$ cat config.mk
export PLATFORM = sky130hd
export DESIGN_NAME = moving_average_filter
export DESIGN_NICKNAME = d
export VERILOG_FILES = /design/src/rtl/moving_average_filter.sv
export SDC_FILE = /design/constraint.sdc
export NUM_CORES = 1
export LEC_CHECK = 0
export CAP_MARGIN = 10
export CORE_MARGIN = 4
export CORE_UTILIZATION = 50
export CTS_CLUSTER_DIAMETER = 60
export DETAILED_ROUTE_END_ITERATION = 10
export HOLD_SLACK_MARGIN = 0.03
export PLACE_DENSITY = 0.68
export SYNTH_ARGS = -nofsm -noshare
export SYNTH_HDL_FRONTEND = slang
export SYNTH_SLANG_ARGS = --single-unit
$ cat constraint.sdc
create_clock -name clk -period 10.4 [get_ports clk]
set_input_delay 3.12 -clock clk [delete_from_list [all_inputs] [get_ports clk]]
set_output_delay 3.12 -clock clk [all_outputs]
set_load 0.03 [all_outputs]
$ cat src/rtl/moving_average_filter.sv
// Multi-channel boxcar filter: each channel keeps a circular window of 2^LOG2_DEPTH samples and a running sum.
// Optional round-half-up with clamping when MAF_ROUND_EN is defined; truncation otherwise.
module moving_average_filter #(
   parameter int DATA_W     = 24,
   parameter int LOG2_DEPTH = 3,
   parameter int CHANNELS   = 2
) (
   input  logic                         clk,
   input  logic                         reset,
   input  logic                         clear,
   input  logic                         in_valid,
   input  logic [CHANNELS*DATA_W-1:0]   in_data,
   output logic                         out_valid,
   output logic [CHANNELS*DATA_W-1:0]   out_data,
   output logic                         primed
);

   localparam int DEPTH = 1 << LOG2_DEPTH;
`ifdef MAF_ROUND_EN
   localparam int ACC_W = DATA_W + LOG2_DEPTH + 1;
   localparam logic signed [ACC_W-1:0] HALF = ACC_W'(1) << (LOG2_DEPTH - 1);
   localparam logic signed [ACC_W-1:0] MAXV = {{(ACC_W-DATA_W+1){1'b0}}, {(DATA_W-1){1'b1}}};
   localparam logic signed [ACC_W-1:0] MINV = {{(ACC_W-DATA_W+1){1'b1}}, {(DATA_W-1){1'b0}}};
`else
   localparam int ACC_W = DATA_W + LOG2_DEPTH;
`endif
   localparam logic [LOG2_DEPTH:0] FULL = (LOG2_DEPTH+1)'(DEPTH);

   logic [DATA_W-1:0]              mem_q [CHANNELS][DEPTH];
   logic signed [ACC_W-1:0]        acc_q [CHANNELS];
   logic signed [ACC_W-1:0]        acc_d [CHANNELS];
   logic [DATA_W-1:0]              oldest [CHANNELS];
   logic [LOG2_DEPTH-1:0]          wr_ptr_q, wr_ptr_d;
   logic [LOG2_DEPTH:0]            fill_q, fill_d;
   logic                           out_valid_q, out_valid_d;
   logic [CHANNELS*DATA_W-1:0]     out_data_q, out_data_d;
   logic                           primed_q, primed_d;
   logic                           accept;

   function automatic logic [DATA_W-1:0] mean_f(input logic signed [ACC_W-1:0] a);
`ifdef MAF_ROUND_EN
      logic signed [ACC_W-1:0] r;
      r = (a + HALF) >>> LOG2_DEPTH;
      if (r > MAXV)      mean_f = MAXV[DATA_W-1:0];
      else if (r < MINV) mean_f = MINV[DATA_W-1:0];
      else               mean_f = r[DATA_W-1:0];
`else
      mean_f = DATA_W'(a >>> LOG2_DEPTH);
`endif
   endfunction

   assign accept = in_valid & ~reset & ~clear;

   always_comb begin
      wr_ptr_d    = wr_ptr_q;
      fill_d      = fill_q;
      out_valid_d = 1'b0;
      out_data_d  = out_data_q;
      primed_d    = primed_q;
      for (int unsigned c = 0; c < CHANNELS; c++) begin
         // Slots not yet written since reset/clear contribute zero, so memory needs no flush.
         oldest[c] = (fill_q == FULL) ? mem_q[c][wr_ptr_q] : '0;
         acc_d[c]  = acc_q[c];
      end
      if (accept) begin
         wr_ptr_d    = wr_ptr_q + LOG2_DEPTH'(1);
         if (fill_q != FULL) fill_d = fill_q + (LOG2_DEPTH+1)'(1);
         out_valid_d = 1'b1;
         primed_d    = (fill_d == FULL);
         for (int unsigned c = 0; c < CHANNELS; c++) begin
            acc_d[c] = acc_q[c] + ACC_W'($signed(in_data[c*DATA_W +: DATA_W]))
                                - ACC_W'($signed(oldest[c]));
            out_data_d[c*DATA_W +: DATA_W] = mean_f(acc_d[c]);
         end
      end
   end

   always_ff @(posedge clk) begin
      if (reset || clear) begin
         wr_ptr_q    <= '0;
         fill_q      <= '0;
         out_valid_q <= 1'b0;
         out_data_q  <= '0;
         primed_q    <= 1'b0;
         for (int unsigned c = 0; c < CHANNELS; c++) acc_q[c] <= '0;
      end else begin
         wr_ptr_q    <= wr_ptr_d;
         fill_q      <= fill_d;
         out_valid_q <= out_valid_d;
         out_data_q  <= out_data_d;
         primed_q    <= primed_d;
         for (int unsigned c = 0; c < CHANNELS; c++) acc_q[c] <= acc_d[c];
      end
   end

   always_ff @(posedge clk) begin
      if (accept) begin
         for (int unsigned c = 0; c < CHANNELS; c++)
            mem_q[c][wr_ptr_q] <= in_data[c*DATA_W +: DATA_W];
      end
   end

   assign out_valid = out_valid_q;
   assign out_data  = out_data_q;
   assign primed    = primed_q;

endmodule

After elaboration in Yosys (flattened, before gate mapping):

Memory sizes are Yosys's and may differ from the RTL's.
Index checks and enable logic that the tools add are counted.

* register bits after elaboration: 57
* bits in writable memories: 438
* input bits: 52
* output and inout port bits: 50
* word-level logic and storage cells: 47
* memories: 2

* $add $sub $neg: 6
* $lt $le $gt $ge: 2
* equal/unequal tests: 3
* muxes and demuxes: 20
* bitwise gates (word level): 7
* reduce and logical (&&, ||, !) cells: 2

Memory list
* mem_q: depth 2, width 192, rd ports 2, clocked after Yosys merged registers in 0, write ports 2, line 29 `logic [DATA_W-1:0] mem_q [CHANNELS][DEPTH];`
* acc_q: depth 2, width 27, rd ports 2, clocked after Yosys merged registers in 0, write ports 2, line 30 `logic signed [ACC_W-1:0] acc_q [CHANNELS];`

Operators with widths (number)
* 192-bit 2-to-1 mux: 1
* 24-bit 2-to-1 mux: 7
* 24-bit binary-select mux with 3-bit select: 2
* 24-bit demux with 3-bit select: 1
* 27-bit by 24-bit adder with 27-bit output: 2
* 27-bit 2-to-1 mux: 2
* 54-bit 2-to-1 mux: 1
* 27-bit by 24-bit subtractor with 27-bit output: 2
* 4-bit equality test, second input constant: 2
* 4-bit 2-to-1 mux: 2
* 4-bit by 1-bit adder with 4-bit output, second input constant: 1
* 4-bit >= comparator, second input constant: 1
* 4-bit by 1-bit < comparator with 1-bit output, second input constant: 1
* 1-bit 2-to-1 mux: 4
* 4-bit != test, second input constant: 1
* 3-bit NOT with 4-bit output: 1
* 3-bit by 1-bit adder with 3-bit output, second input constant: 1
* 1-bit bitwise AND: 2
* 1-bit NOT: 2
* 1-bit OR: 2
* 1-bit logical AND: 1
* 1-bit logical OR: 1

Longest topological paths before layout:

* depth in word-level cells: 8
* gate-level depth with buffers: 19
* mapped depth without buffers: 17

Worst setup path after synthesis:

No wires, ideal clock.

* path type: input to register
* from: input port reset
* to: memory mem_q[0][120] (netlist bit) (enable)
* library setup time: 0.590 ns
* arrival: 8.775 ns
* data required time: 9.810 ns
* setup slack: 1.035 ns
* cell stages on the path: 4
* path buffers: 1
* cell sequence: nor2_1 -> nand2_1 -> clkbuf_1 -> nor4b_1

RTL lines
* from (decl): line 9 `input logic reset,`
* to (decl): line 29

==> impl_metrics.ini <==
[status]
status = finished clean

[power]
seq_power_share = 0.454
power_density_nw_per_um2 = 179
power_frac_clock = 0.380
p_total_w = 0.00441
power_report.internal_total_w = 0.00324
vdd_drop_max_mv = 0.136
leakage_nw = 8.75
p_sw_frac = 0.265
p_sw_w = 0.00117
power_frac_comb = 0.165

[critical_path]
reg2regPathDepth = 16
critPathArrivalTime_ns = 6.76
r2r_end = out_data[21]
critPathCaptureType = flop
path_cells = clkdlybuf4s50_1 -> nor2_1 -> nand2_1 -> clkinv_1 -> nand2_1 -> nor2_4 -> buf_4
critPathKind = in2reg
critPathTopFamily = simple AND/OR/NAND/NOR gates
required_ns = 10.60
cp-start-kind = primary input
r2r_slack_ns = 5.09
r2r-start = wr_ptr_q[2]
crit_path_max_incr_delay_ns = 0.69
crit_top_cell = nand2_1
crit_path_top_delay_cell = nor2_4
crit_buf_inv = 3
critPathMaxFanout = 29

[floorplan]
coreArea_sq_um = 43000
die_w_um = 216
fp.dieH_um = 216
num_rows = 76
die_area_sq_um = 46800
io-pin-count = 102
initial_core_util = 0.505

[route]
wl_met3_um = 2550
dr_total_vias = 12300
wl_met1_um = 20400
wl_per_cell_um = 20.7
drt_iter0_drc = 839
viasPerCell = 5.50
route.detailed.drc = 0
ant_nets = 0
top_layer = met5
wl_met2_um = 22200
routed_wl_um = 46300
first_pass_iters = 5

[sta]
fin_crit_ns = 6.56
clock.fmax_ghz = 0.152
fin_ws_ns = 3.84
final_hold_viol_count = 0
setup_viol = 0
setup_tns_ns = 0
rsz0062_at_grt = false
slew_headroom = 0.402
slew_viol_final = 0
tightest_slew_ns = 0.897
skew_ns = 0.0236
fin_crit_sh = 0.631

[logic_synthesis]
synthDistinctLibCells = 61
yosysWarningCount = 0
synth.net_count = 1710
synth_ff_type = edfxtp_1
synth_cells = 1547
yosysSeqAreaShare = 0.590
synth_area_per_cell_sq_um = 14.0
synth_edf_count = 384
synth_seq_cells = 447
netlist_area_sq_um = 21700
async_flop_share = 0

[global_route]
gr-usage-all-layers = 0.201
grt_pass1_vias = 12800
grt_max_degree = 58
grt_overflow_total = 0
grt_pass1_wl_um = 73200
antenna_found_initial = 2

[cells_and_area]
syn2layout_area_growth_pct = 13.4
drive_above_1_share = 0.135
final_nets = 1770
final_cell_mix = edfxtp_1, inv_1, nor2_1
antenna_cells = 0
layout_commonest_cell = edfxtp_1

[worst_hold_path]
hold_class = reg2reg
whs_path_depth = 2
min_to = out_data[25]
hp-start = out_data[25]

[place]
gp_congestion = 0.875
io_buffers = 101
pre_cts_slack_ns = 3.26
hpwl_um = 29700

[cts]
clock-sinks = 447
clkTransAtPathRegs_ns = 0.06
insertion_delay_ns = 0.58
cts_hold_buf = 0
cts_buffers = 49
root_buffer = clkbuf_16
tritoncts = done
cts.path.max_buffers = 3
h-tree-depth = 2
post_cts_resized = 0
cts_setup_buffers = 0

[flow_run]
drv_cap = 0
[synthesized netlist by cell type (5+ instances only)]
master	number	share of area
edfxtp_1	384	0.53
inv_1	219	0.038
nor2_1	104	0.018
mux4_2	96	0.10
mux2i_1	72	0.033
dfxtp_1	63	0.058
nand2_1	63	0.011
a21oi_1	61	0.014
ha_1	59	0.034
fa_1	52	0.048
buf_4	48	0.017
clkbuf_1	48	0.0083
o21ai_0	41	0.0095
xnor2_1	37	0.015
a21o_1	27	0.0093
nand3_1	15	0.0035
xor2_1	15	0.0061
nand4_1	13	0.0037
nand2b_1	10	0.0029
buf_1	9	0.0016
buf_2	9	0.0021
nor3_1	8	0.0018
o21a_1	7	0.0024
o21bai_1	7	0.0024
o211ai_1	6	0.0021
o21ai_1	6	0.0014
a211oi_1	5	0.0017
a31oi_1	5	0.0014
[power groups by stage]
stage | sequential [W] | combinational (W) | clock (W)
finish | 0.00201 | 0.000729 | 0.00168
floorplan | 0.00203 | 0.000554 | 0
global placement | 0.00204 | 0.000716 | 0
CTS | 0.00201 | 0.000731 | 0.00172
detailed placement | 0.00204 | 0.000726 | 0
global route | 0.00201 | 0.000809 | 0.00179
[per-stage QoR]
step                      utilization  hold WS (ns)  std cells  instance area [sq um]
final                           0.572         0.486       2232                  24600
after global routing            0.572         0.510       2232                  24600
after CTS                       0.572         0.497       2231                  24600
after detailed placement        0.536         0.485       2140                  23000
after global placement          0.536         0.473       2140                  23000
after floorplan                     -         0.439       1547                  21700
[logic make-up (layout without fill, tap and decap cells)]
kind of cell    count (synthesis)  after routing  share of synthesized area
compound gates                197            197                     0.0584
simple gates                  236            236                     0.0485
flops                         447            447                      0.590
buf+inv                       335            435                     0.0668
fa+ha+maj                     111            111                     0.0820
xor+xnor                       52             52                     0.0210
mux                           169            169                      0.134
[registers in the layout (all words and copies together), names as in the netlist]
name       flops
acc_q          7
fill_q         4
mem_q        384
out_data      47
out_valid      1
primed         1
wr_ptr_q       3
[layout make-up]
| type | instances | area [sq um] |
|---|---|---|
| fillers | 3443 | 18400 |
| clock inverters | 32 | 280 |
| well taps | 585 | 732 |
| flip-flops and latches | 447 | 12800 |
| repair buffers | 124 | 1180 |
| inverters | 220 | 826 |
| clock buffers | 59 | 1280 |
| multi-input cells | 765 | 7500 |
[worst register-to-register path, stage by stage, from the launching register on]
cell,delay (ns)
dfxtp_4,0.92
buf_4,0.79
mux4_2,0.46
mux2i_1,0.17
nor2_1,0.07
ha_1,0.30
inv_1,0.04
ha_1,0.21
fa_1,0.46
a21oi_1,0.26
o21ai_1,0.11
a21oi_1,0.32
o31ai_2,0.14
a41oi_1,0.49
o41ai_2,0.18
xnor2_1,0.18
o21ai_1,0.07
[how the worst max path moves through the flow]
stage	slack, ns	startpoint	endpoint	depth (start not counted)
after detailed placement	3.26	reset	mem_q[0][5]	7
after global routing	3.67	reset	mem_q[0][206]	7
after global placement	3.40	reset	mem_q[0][204]	7
after floorplan	1.03	reset	mem_q[0][120]	4
after CTS	3.84	reset	mem_q[0][15]	7
final	3.84	reset	mem_q[0][15]	7
[per-layer routing]
metal,up-vias,GRT usage
li1,5655,-
met2,278,0.329
met3,75,0.0421
met1,6261,0.277
met5,-,0
met4,4,0.0533
Note: power is estimated with default switching activity, not from simulation.
